--- config.mk ---
export PLATFORM = sky130hd
export DESIGN_NAME = color_classifier_stable
export DESIGN_NICKNAME = d
export VERILOG_FILES = /design/src/rtl/color_classifier_stable_pkg.sv /design/src/rtl/color_classifier_stable_hyst_cmp.sv /design/src/rtl/color_classifier_stable.sv
export SDC_FILE = /design/constraint.sdc
export NUM_CORES = 1
export LEC_CHECK = 0
export ABC_AREA = 1
export BUFFER_PORTS_ARGS = -buffer_cell sky130_fd_sc_hd__buf_2
export CELL_PAD_IN_SITES_DETAIL_PLACEMENT = 0
export CELL_PAD_IN_SITES_GLOBAL_PLACEMENT = 2
export CORE_ASPECT_RATIO = 1.75
export CORE_MARGIN = 1.5
export CORE_UTILIZATION = 37
export DETAILED_ROUTE_END_ITERATION = 10
export PLACE_DENSITY_LB_ADDON = 0.3
export SETUP_SLACK_MARGIN = 0.4
export SYNTH_ARGS = -nofsm -noshare
export SYNTH_HDL_FRONTEND = slang
export SYNTH_SLANG_ARGS = --single-unit
--- constraint.sdc ---
create_clock -name clk -period 7 [get_ports clk]
set_clock_uncertainty 0.1 [all_clocks]
set_input_delay 1.05 -clock clk [delete_from_list [all_inputs] [get_ports clk]]
set_output_delay 1.05 -clock clk [all_outputs]
set_load 0.02 [all_outputs]
--- src/rtl/color_classifier_stable_pkg.sv ---
// Shared definitions for the stable colour classifier: channel indices,
// threshold-register select codes, FSM states and named colour codes.
package color_pkg;

    // Channel index inside the 3-bit candidate / colour word.
    localparam int CH_R = 0;
    localparam int CH_G = 1;
    localparam int CH_B = 2;
    localparam int NUM_CH = 3;

    // thr_sel encodings for the run-time programmable registers.
    localparam logic [1:0] SEL_THR_R = 2'd0;
    localparam logic [1:0] SEL_THR_G = 2'd1;
    localparam logic [1:0] SEL_THR_B = 2'd2;
    localparam logic [1:0] SEL_HYST  = 2'd3;

    // Commit FSM states.
    typedef enum logic [1:0] {
        S_EMPTY   = 2'd0,  // nothing committed yet
        S_HOLD    = 2'd1,  // candidate agrees with the committed colour
        S_CONFIRM = 2'd2   // a different candidate is being confirmed
    } state_e;

    // Colour word, bit0 = R, bit1 = G, bit2 = B, active-high form.
    typedef logic [2:0] color_t;

    localparam color_t COLOR_BLACK   = 3'b000;
    localparam color_t COLOR_RED     = 3'b001;
    localparam color_t COLOR_GREEN   = 3'b010;
    localparam color_t COLOR_YELLOW  = 3'b011;
    localparam color_t COLOR_BLUE    = 3'b100;
    localparam color_t COLOR_MAGENTA = 3'b101;
    localparam color_t COLOR_CYAN    = 3'b110;
    localparam color_t COLOR_WHITE   = 3'b111;

    // Map an active-high colour onto the pin polarity of the LED driver.
    function automatic color_t apply_polarity(input color_t c, input bit active_low);
        return active_low ? ~c : c;
    endfunction

endpackage

--- src/rtl/color_classifier_stable_hyst_cmp.sv ---
// One channel of the hysteresis comparator: builds a saturated upper and
// lower switching point around the threshold and keeps the channel flag.
module color_hyst_cmp #(
    parameter int DATA_W = 16
) (
    input  logic              clk,
    input  logic              rst_n,
    input  logic              sample_en,
    input  logic [DATA_W-1:0] value,
    input  logic [DATA_W-1:0] thr,
    input  logic [DATA_W-1:0] hyst,
    output logic              flag
);

    // Largest representable channel value, in the widened comparison domain.
    localparam logic [DATA_W:0] MAX_VAL = {1'b0, {DATA_W{1'b1}}};

    logic [DATA_W:0] sum_w;
    logic [DATA_W:0] diff_w;
    logic [DATA_W:0] upper_w;
    logic [DATA_W:0] lower_w;
    logic [DATA_W:0] value_w;
    logic            flag_d;
    logic            flag_q;

    // Switching points and next flag value; the flag holds inside the band.
    always_comb begin
        // NOTE: every variable gets a default before any branch so no latch is inferred.
        sum_w   = {1'b0, thr} + {1'b0, hyst};
        diff_w  = {1'b0, thr} - {1'b0, hyst};
        value_w = {1'b0, value};
        // The extra bit catches overflow of thr+hyst and the borrow of thr-hyst.
        upper_w = (sum_w > MAX_VAL) ? MAX_VAL : sum_w;
        lower_w = diff_w[DATA_W] ? '0 : diff_w;
        flag_d  = flag_q;
        if (sample_en) begin
            if (value_w > upper_w) begin
                flag_d = 1'b1;
            end else if (value_w < lower_w) begin
                flag_d = 1'b0;
            end
        end
    end

    // Flag register, updated only on accepted samples.
    always_ff @(posedge clk or negedge rst_n) begin
        if (!rst_n) begin
            flag_q <= 1'b0;
        end else begin
            // NOTE: sequential state uses non-blocking assignment so all flops see pre-edge values.
            flag_q <= flag_d;
        end
    end

    assign flag = flag_q;

endmodule

--- src/rtl/color_classifier_stable.sv ---
// Stable RGB colour classifier: per-channel hysteresis against programmable
// thresholds, then a debounce FSM that commits a colour only after it has
// been seen on STABLE_CNT consecutive valid samples.
module color_classifier_stable #(
    parameter int DATA_W         = 16,
    parameter int STABLE_CNT     = 3,
    parameter int ACTIVE_LOW_OUT = 1,
    parameter int THR_R_DEF      = 50,
    parameter int THR_G_DEF      = 30,
    parameter int THR_B_DEF      = 30,
    parameter int HYST_DEF       = 4
) (
    input  logic              clk,
    input  logic              rst_n,
    input  logic              in_valid,
    input  logic [DATA_W-1:0] red_norm,
    input  logic [DATA_W-1:0] green_norm,
    input  logic [DATA_W-1:0] blue_norm,
    input  logic              thr_wr_en,
    input  logic [1:0]        thr_sel,
    input  logic [DATA_W-1:0] thr_data,
    output logic [2:0]        color,
    output logic              color_valid,
    output logic              color_changed
);

    import color_pkg::*;

    // Run counter is just wide enough to hold STABLE_CNT and saturates there.
    localparam int                CNT_W    = $clog2(STABLE_CNT + 1);
    localparam logic [CNT_W-1:0]  CNT_MAX  = CNT_W'(STABLE_CNT);
    localparam logic [CNT_W-1:0]  CNT_ONE  = CNT_W'(1);
    localparam bit                ONE_SHOT = (STABLE_CNT == 1);
    localparam bit                OUT_LOW  = (ACTIVE_LOW_OUT != 0);

    // ------------------------------------------------------------------
    // Threshold / hysteresis registers
    // ------------------------------------------------------------------
    logic [DATA_W-1:0] thr_d  [NUM_CH];
    logic [DATA_W-1:0] thr_q  [NUM_CH];
    logic [DATA_W-1:0] hyst_d;
    logic [DATA_W-1:0] hyst_q;

    // Register write decode; samples on the same edge still see the old values.
    always_comb begin
        thr_d  = thr_q;
        hyst_d = hyst_q;
        if (thr_wr_en) begin
            case (thr_sel)
                SEL_THR_R: thr_d[CH_R] = thr_data;
                SEL_THR_G: thr_d[CH_G] = thr_data;
                SEL_THR_B: thr_d[CH_B] = thr_data;
                SEL_HYST:  hyst_d      = thr_data;
                default:   hyst_d      = hyst_q;
            endcase
        end
    end

    // Configuration registers with their documented power-on defaults.
    always_ff @(posedge clk or negedge rst_n) begin
        if (!rst_n) begin
            // NOTE: this small register file is reset because software relies on known defaults;
            //       a large data memory would normally be left unreset.
            thr_q[CH_R] <= DATA_W'(THR_R_DEF);
            thr_q[CH_G] <= DATA_W'(THR_G_DEF);
            thr_q[CH_B] <= DATA_W'(THR_B_DEF);
            hyst_q      <= DATA_W'(HYST_DEF);
        end else begin
            thr_q  <= thr_d;
            hyst_q <= hyst_d;
        end
    end

    // ------------------------------------------------------------------
    // Stage 1: per-channel hysteresis flags
    // ------------------------------------------------------------------
    logic [DATA_W-1:0] chan_val [NUM_CH];
    color_t            cand;
    logic              cand_vld_d;
    logic              cand_vld_q;

    assign chan_val[CH_R] = red_norm;
    assign chan_val[CH_G] = green_norm;
    assign chan_val[CH_B] = blue_norm;

    for (genvar c = 0; c < NUM_CH; c++) begin : g_ch
        color_hyst_cmp #(
            .DATA_W (DATA_W)
        ) u_cmp (
            .clk       (clk),
            .rst_n     (rst_n),
            .sample_en (in_valid),
            .value     (chan_val[c]),
            .thr       (thr_q[c]),
            .hyst      (hyst_q),
            .flag      (cand[c])
        );
    end

    assign cand_vld_d = in_valid;

    // Candidate-valid strobe follows the flags by the same single edge.
    always_ff @(posedge clk or negedge rst_n) begin
        if (!rst_n) begin
            cand_vld_q <= 1'b0;
        end else begin
            cand_vld_q <= cand_vld_d;
        end
    end

    // ------------------------------------------------------------------
    // Stage 2: debounce / commit FSM
    // ------------------------------------------------------------------
    state_e           state_d,         state_q;
    color_t           committed_d,     committed_q;
    color_t           pending_d,       pending_q;
    logic [CNT_W-1:0] run_cnt_d,       run_cnt_q;
    logic [CNT_W-1:0] cnt_inc;
    logic             color_valid_d,   color_valid_q;
    logic             color_changed_d, color_changed_q;

    // Next-state logic; gap cycles (cand_vld_q=0) leave every register untouched.
    always_comb begin
        state_d         = state_q;
        committed_d     = committed_q;
        pending_d       = pending_q;
        run_cnt_d       = run_cnt_q;
        color_valid_d   = color_valid_q;
        color_changed_d = 1'b0;
        cnt_inc         = (run_cnt_q == CNT_MAX) ? run_cnt_q : run_cnt_q + CNT_ONE;

        if (cand_vld_q) begin
            case (state_q)
                S_EMPTY: begin
                    // A zero count means no run has started since reset.
                    if ((run_cnt_q != '0) && (cand == pending_q)) begin
                        run_cnt_d = cnt_inc;
                    end else begin
                        pending_d = cand;
                        run_cnt_d = CNT_ONE;
                    end
                    if (run_cnt_d == CNT_MAX) begin
                        committed_d     = pending_d;
                        color_valid_d   = 1'b1;
                        color_changed_d = 1'b1;
                        run_cnt_d       = '0;
                        state_d         = S_HOLD;
                    end
                end

                S_HOLD: begin
                    if (cand != committed_q) begin
                        if (ONE_SHOT) begin
                            committed_d     = cand;
                            color_changed_d = 1'b1;
                        end else begin
                            pending_d = cand;
                            run_cnt_d = CNT_ONE;
                            state_d   = S_CONFIRM;
                        end
                    end
                end

                S_CONFIRM: begin
                    if (cand == committed_q) begin
                        // Excursion ended before confirmation: drop it.
                        run_cnt_d = '0;
                        state_d   = S_HOLD;
                    end else if (cand == pending_q) begin
                        run_cnt_d = cnt_inc;
                        if (cnt_inc == CNT_MAX) begin
                            committed_d     = pending_q;
                            color_changed_d = 1'b1;
                            run_cnt_d       = '0;
                            state_d         = S_HOLD;
                        end
                    end else begin
                        pending_d = cand;
                        run_cnt_d = CNT_ONE;
                    end
                end

                default: begin
                    state_d   = S_EMPTY;
                    run_cnt_d = '0;
                end
            endcase
        end
    end

    // FSM state and registered outputs.
    always_ff @(posedge clk or negedge rst_n) begin
        if (!rst_n) begin
            state_q         <= S_EMPTY;
            committed_q     <= COLOR_BLACK;
            pending_q       <= COLOR_BLACK;
            run_cnt_q       <= '0;
            color_valid_q   <= 1'b0;
            color_changed_q <= 1'b0;
        end else begin
            state_q         <= state_d;
            committed_q     <= committed_d;
            pending_q       <= pending_d;
            run_cnt_q       <= run_cnt_d;
            color_valid_q   <= color_valid_d;
            color_changed_q <= color_changed_d;
        end
    end

    assign color         = apply_polarity(committed_q, OUT_LOW);
    assign color_valid   = color_valid_q;
    assign color_changed = color_changed_q;

endmodule

==> results.tsv, run 1 <==
metric	value	unit
die_area	31300	um2
path_cells	inv_1 -> fa_1 -> inv_1 -> nand2_1 -> nand2_1 -> nand2_1 -> nand2_1 -> nand2_1 -> nand2_1 -> nand2_1 -> nand3_2 -> a21oi_1 -> ha_1 -> nand2_1 -> inv_1 -> o21ai_0 -> nand2_1 -> nand2_1 -> nand3_1 -> nand2_1 -> nand3_1 -> nand2_1 -> nand2_1	
cts_hold_buf	0	
start_util	37.5	%
first_global_vias	11300	
first_pass_iters	5	
num_vias	11300	
clock_path_buffers	2	
ys_ff_latch	80	
critical-path-top-delay-family	simple AND/OR/NAND/NOR gates	
setup_viol_count_final	0	
endpoint_kind	register	
mostFrequentLayoutCell	nand2_1	
powerDensity	309	nW/um2
nets	2055	
synth_area_per_cell	6.41	um2
cp-start-kind	register	
finish.utilization	40.6	%
core	29800	um2
cts_buffers	9	
grt_pass1_wl	60600	um
netlist_area	11200	um2
cp.arrival	4130	ps
gp_routability_congestion	0.938	
rsz0062_at_grt	no	
status	completed	
crit_top_cell	nand2_1	
drtAntennaViolNets	0	
die_w	134	um
hold_violations	0	
synthesis.nets	2014	
hold_class	reg -> reg	
track_usage	25.3	%
antenna_found_initial	1	
fin_crit_sh	56.5	%
tightest_slew	1170	ps
post_cts_buffers	0	
path_clk_slew	70	ps
cts-root-buf	clkbuf_16	
grt-ovfl-total	0	
cts_max_level	3	
required	7170	ps
async_reset_ff_share	100	%
worstHoldStart	color_valid	
drv_slew	0	
p_leak	6.58	nW
row_count	84	
via_per_inst	5.18	
postCtsResizedCells	0	
clock_latency	370	ps
clock-sinks	80	
yosysTopAreaCellShare	21.6	%
drive_gt1_share	10.3	%
dieHeight	233	um
syn-instance-count	1745	
r2r-start	hyst_q[1]	
ys_types	42	
grt_max_degree	58	
fin_crit	3960	ps
hpwl	33300	um
synth.top_cells.by_area	ha_1, nand2_1, dfrtp_1	
synth_largest_area_cell	ha_1	
path_buf_inv	3	
peakVddDrop	138	uV
max_freq	0.253	GHz
io_buffers	74	
p_total	3.74	mW
setup_tns	0	ps
area_delta_synth_final	8.39	%
final_cell_mix	nand2_1, inv_1, ha_1	
initialDrtViolationCount	654	
cap_violations	0	
cts_tree	done	
r2r_setup_slack	3040	ps
wl_per_cell	17.9	um
startpoint	hyst_q[1]	
synth_edf_count	0	
relSlewSlack	21.7	%
ioPinCount	75	
synth-seq-area-share	18.0	%
cp_slowest_cell	inv_1	
worstSetupPathType	reg -> reg	
ys.flop_type	dfrtp_1	
ys.warnings.count	0	
drc_errors	0	
crit_fanout	15	
drt_wl_total	39100	um
cpPeakStageDelay	480	ps
-- stage by stage --
stage / worst slack (ps) / instance area [um2] / cells / hold WS [ps]
finish: 3040 / 12100 / 2179 / 364
detailed placement: 3000 / 11800 / 2162 / 353
floorplan: 4010 / 11200 / 1745 / 372
global route: 2600 / 12100 / 2179 / 371
global placement: 2990 / 11800 / 2162 / 344
CTS: 2990 / 12100 / 2178 / 365
-- sequential cells by signal, summed over array words and instances, names as in the netlist --
name and count:
color_changed 1, committed_q 3, thr_q 48, hyst_q 16
g_ch.u_cmp.flag 3, state_q 2, color_valid 1, cand_vld_q 1
pending_q 3, run_cnt_q 2
-- final cells by class --
cell class,count,area (um2)
sequential,80,2020
clock buffer,11,253
antenna,1,2.50
tap,387,484
fill,3354,17700
multi-input combinational,1388,8050
timing repair buffer,75,380
clock inverter,5,61.3
inverter,232,871
-- synthesized netlist by cell type (4+ instances only) --
cell	n
ha_1	193
a21o_1	7
nand2_1	520
buf_2	23
nor3_1	25
or2_2	12
a21oi_2	26
and2_1	4
nor2_1	116
nor4_1	5
o21ai_1	8
nand3b_1	5
dfstp_2	12
fa_1	6
dfrtp_1	68
nand4_1	26
inv_1	203
inv_2	28
xnor2_1	6
a21oi_1	108
xor2_1	4
buf_4	6
clkbuf_1	13
o21bai_1	15
nor2_2	6
nand3_1	175
o21ai_0	97
-- layer usage --
| layer | GRT usage, % | vias to the layer above | wire (um) |
|---|---|---|---|
| li1 | - | 5786 | - |
| met3 | 2.07 | 75 | 992 |
| met4 | 11.6 | 0 | 1700 |
| met2 | 50.7 | 217 | 21500 |
| met1 | 26.0 | 5206 | 14900 |
| met5 | 0 | - | 0 |
-- power by group --
| group | switching, mW | internal, mW |
|---|---|---|
| combinational | 1.69 | 0.872 |
| clock | 0.207 | 0.298 |
| sequential | 0.112 | 0.563 |
| total | 2.01 | 1.73 |
-- worst register-to-register path: stages, from the launching register on --
cell and delay [ps]:
dfrtp_1 430, inv_1 480, fa_1 340, inv_1 100, nand2_1 110, nand2_1 60, nand2_1 80, nand2_1 80
nand2_1 120, nand2_1 120, nand2_1 100, nand3_2 370, a21oi_1 360, ha_1 300, nand2_1 60, inv_1 30
o21ai_0 150, nand2_1 80, nand2_1 60, nand3_1 70, nand2_1 60, nand3_1 60, nand2_1 80, nand2_1 60
-- final timing paths --
path                            depth (start not counted)                  to
worst max register to register                         23  g_ch[1].u_cmp.flag
min in group asynchronous                               1  g_ch[1].u_cmp.flag
max in group asynchronous                               2           thr_q[31]
worst min-delay path                                    1         color_valid
worst min register to register                          1         color_valid
worst max-delay path                                   23  g_ch[1].u_cmp.flag
-- logic make-up after synthesis --
group | count (synthesis) | synth area share, %
simple gates | 902 | 34.1
buf+inv | 277 | 9.96
compound gates | 274 | 14.2
fa+ha+maj | 199 | 22.7
flops | 80 | 18.0
xor+xnor | 10 | 0.783
mux | 3 | 0.302
(Power assumes the default switching activity.)
==> run 2, diff against run 1 <==
CORE_UTILIZATION = 35   (was 37)
clock period = 3.87 ns   (was 7 ns; I/O delays follow)
==> results.tsv, run 2 (same netlist as run 1, synthesis figures left out) <==
metric	value	unit	change
path_clk_slew	70	ps	about the same
pwr-share-clk	12.9	%	-0.6 points
cp_slowest_cell	dfstp_2		
first_pass_iters	5		unchanged
clock_latency	370	ps	about the same
max_freq	0.293	GHz	+16%
nets	2125		+3.4%
status	completed		
fin_cells	2257		+3.6%
grt-ovfl-total	0		unchanged
largest_reg_flops	48		unchanged
hold_violations	0		unchanged
dp_cells	2205		+2.0%
cts_buffers	9		unchanged
p_comb_share	70.9	%	+2.4 points
num_antenna_cells	0		-1
hpwl	34000	um	+2.3%
required	4030	ps	-3140 ps
area.sequential	2020	um2	+0.37%
peakVddDrop	264	uV	+91%
rsz0062_at_grt	yes		
crit_top_cell	nand2_1		
initialDrtViolationCount	545		-17%
path_cells	clkinvlp_4 -> buf_6 -> buf_6 -> ha_4 -> inv_4 -> nand2_4 -> nand2_1 -> nand2_1 -> nand2_2 -> nand2_2 -> nand2_4 -> a21oi_4 -> clkinv_4 -> buf_6 -> nor2_1 -> ha_1 -> a21oi_2 -> nor2_1 -> nor3_1 -> nand2_1 -> nand2_1 -> nand3_1 -> nand2_1 -> nand2_1		
n_fill_cell	3466		+3.3%
cp.arrival	3570	ps	-560 ps
fin_crit	3410	ps	-551 ps
wl_per_cell	18.0	um	+0.67%
reg_top3	thr_q (48), hyst_q (16)		
relSlewSlack	26.5	%	+4.8 points
sequentialPowerShare	16.2	%	-1.8 points
setup_viol_count_final	0		unchanged
endpoint_kind	register		
drtAntennaViolNets	0		unchanged
area_delta_synth_final	19.1	%	
cts_max_level	3		unchanged
via_per_inst	5.16		-0.44%
drc_errors	0		unchanged
drv_slew	0		unchanged
fin_crit_sh	88.0	%	+32 points
drive_gt1_share	19.8	%	+9.6 points
crit_fanout	7		-8
p_total	7.56	mW	+100%
io_buffers	74		unchanged
gp_routability_congestion	0.946		+0.77%
clock_path_buffers	2		unchanged
mostFrequentLayoutCell	nand2_1		
final_cell_mix	nand2_1, inv_1, ha_1		
worstSetupPathType	reg -> reg		
cap_violations	0		unchanged
clock-sinks	80		unchanged
antenna_found_initial	0		-1
powerDensity	567	nW/um2	+84%
ioPinCount	75		unchanged
cpPeakStageDelay	560	ps	+80 ps
critical-path-top-delay-family	simple AND/OR/NAND/NOR gates		
row_count	86		+2.4%
core	31500	um2	+5.6%
grt_pass1_wl	62200	um	+2.7%
setup_tns	0	ps	unchanged
cts_hold_buf	0		unchanged
num_vias	11600		+3.1%
path_buf_inv	6		+3
first_global_vias	11600		+2.2%
p_leak	6.99	nW	+6.3%
swShare	51.9	%	-1.8 points
startpoint	hyst_q[2]		
cts-root-buf	clkbuf_16		
start_util	35.5	%	-2.0 points
hold_class	in -> async		
die_w	138	um	+2.8%
r2r-start	hyst_q[2]		
drt_wl_total	40700	um	+4.3%
cts_tree	done		
tightest_slew	1100	ps	-71.3 ps
cp-start-kind	register		
p_sw	3.92	mW	+95%
dieHeight	239	um	+2.8%
p_int	3.64	mW	+110%
grt_max_degree	67		+16%
die_area	33100	um2	+5.6%
multi_input_area	8580	um2	+6.6%
track_usage	24.3	%	-1.1 points
largest_register	thr_q		
-- run 2: cell count changes in the layout (fill, tap and decap cells not counted), moves of 8 or more --
| cell | previous run | this run |
|---|---|---|
| nor2_2 | 6 | 14 |
| buf_4 | 2 | 55 |
| ha_2 | 0 | 14 |
| nand2_1 | 520 | 491 |
| ha_1 | 193 | 166 |
| ha_4 | 0 | 13 |
| a21oi_2 | 26 | 38 |
| inv_1 | 203 | 195 |
| buf_6 | 0 | 11 |
| nand3_2 | 1 | 12 |
| a21oi_1 | 108 | 94 |
| nor2_1 | 116 | 108 |
| nand3_1 | 175 | 163 |
| nand2_2 | 0 | 23 |
-- run 2: worst paths after layout --
path                                      end  slack, ps  cells past startpoint
max                        g_ch[2].u_cmp.flag        460                     24
min                                 hyst_q[3]        240                      1
max reg2reg                g_ch[2].u_cmp.flag        460                     24
min reg2reg                       color_valid        360                      1
max in group asynchronous          state_q[0]       2700                      2
min in group clk                   cand_vld_q        300                      1
-- run 2: metal layers --
metal | wire, um | part of all wire (%) | global-route usage [%] | up-vias
met4 | 1810 | 4.4 | 11.5 | 0
met2 | 22600 | 55 | 48.8 | 226
li1 | - | - | - | 5944
met1 | 15500 | 38 | 24.9 | 5385
met3 | 843 | 2.1 | 1.92 | 82
met5 | 0 | 0 | 0 | -
-- run 2: area by class of cell --
type | count | area share (%)
Multi-Input combinational cell | 1389 | 64.4
Sequential cell | 80 | 15.2
Timing Repair Buffer | 144 | 7.53
Inverter | 232 | 6.69
Tap cell | 396 | 3.72
Clock buffer | 10 | 1.72
Clock inverter | 6 | 0.695
-- run 2: what timing repair did --
action                     4_1_cts  5_1_grt
gates resized for setup         29      130
setup buffers                    8       27
gates cloned                     0        1
pin swaps                        8       28
setup endpoints to repair        3        3
-- run 2: metrics by stage --
| stage | hold slack [ps] | utilization [%] | instance area, um2 | setup slack [ps] |
|---|---|---|---|---|
| finish | 243 | 42.2 | 13300 | 463 |
| global route | 294 | 42.2 | 13300 | 314 |
| CTS | 256 | 40.0 | 12600 | 393 |
| detailed placement | 351 | 38.4 | 12100 | -18.3 |
| global placement | 347 | 38.4 | 12100 | -4.79 |
| floorplan | 185 | - | 11200 | 878 |
-- run 2: power groups by stage --
| stage | Sequential, mW | Combinational, mW | Clock (mW) |
|---|---|---|---|
| detailed placement | 1.23 | 4.84 | 0 |
| global placement | 1.22 | 4.80 | 0 |
| global route | 1.25 | 6.00 | 1.03 |
| floorplan | 1.17 | 3.37 | 0 |
| finish | 1.22 | 5.36 | 0.972 |
| CTS | 1.22 | 4.95 | 0.995 |
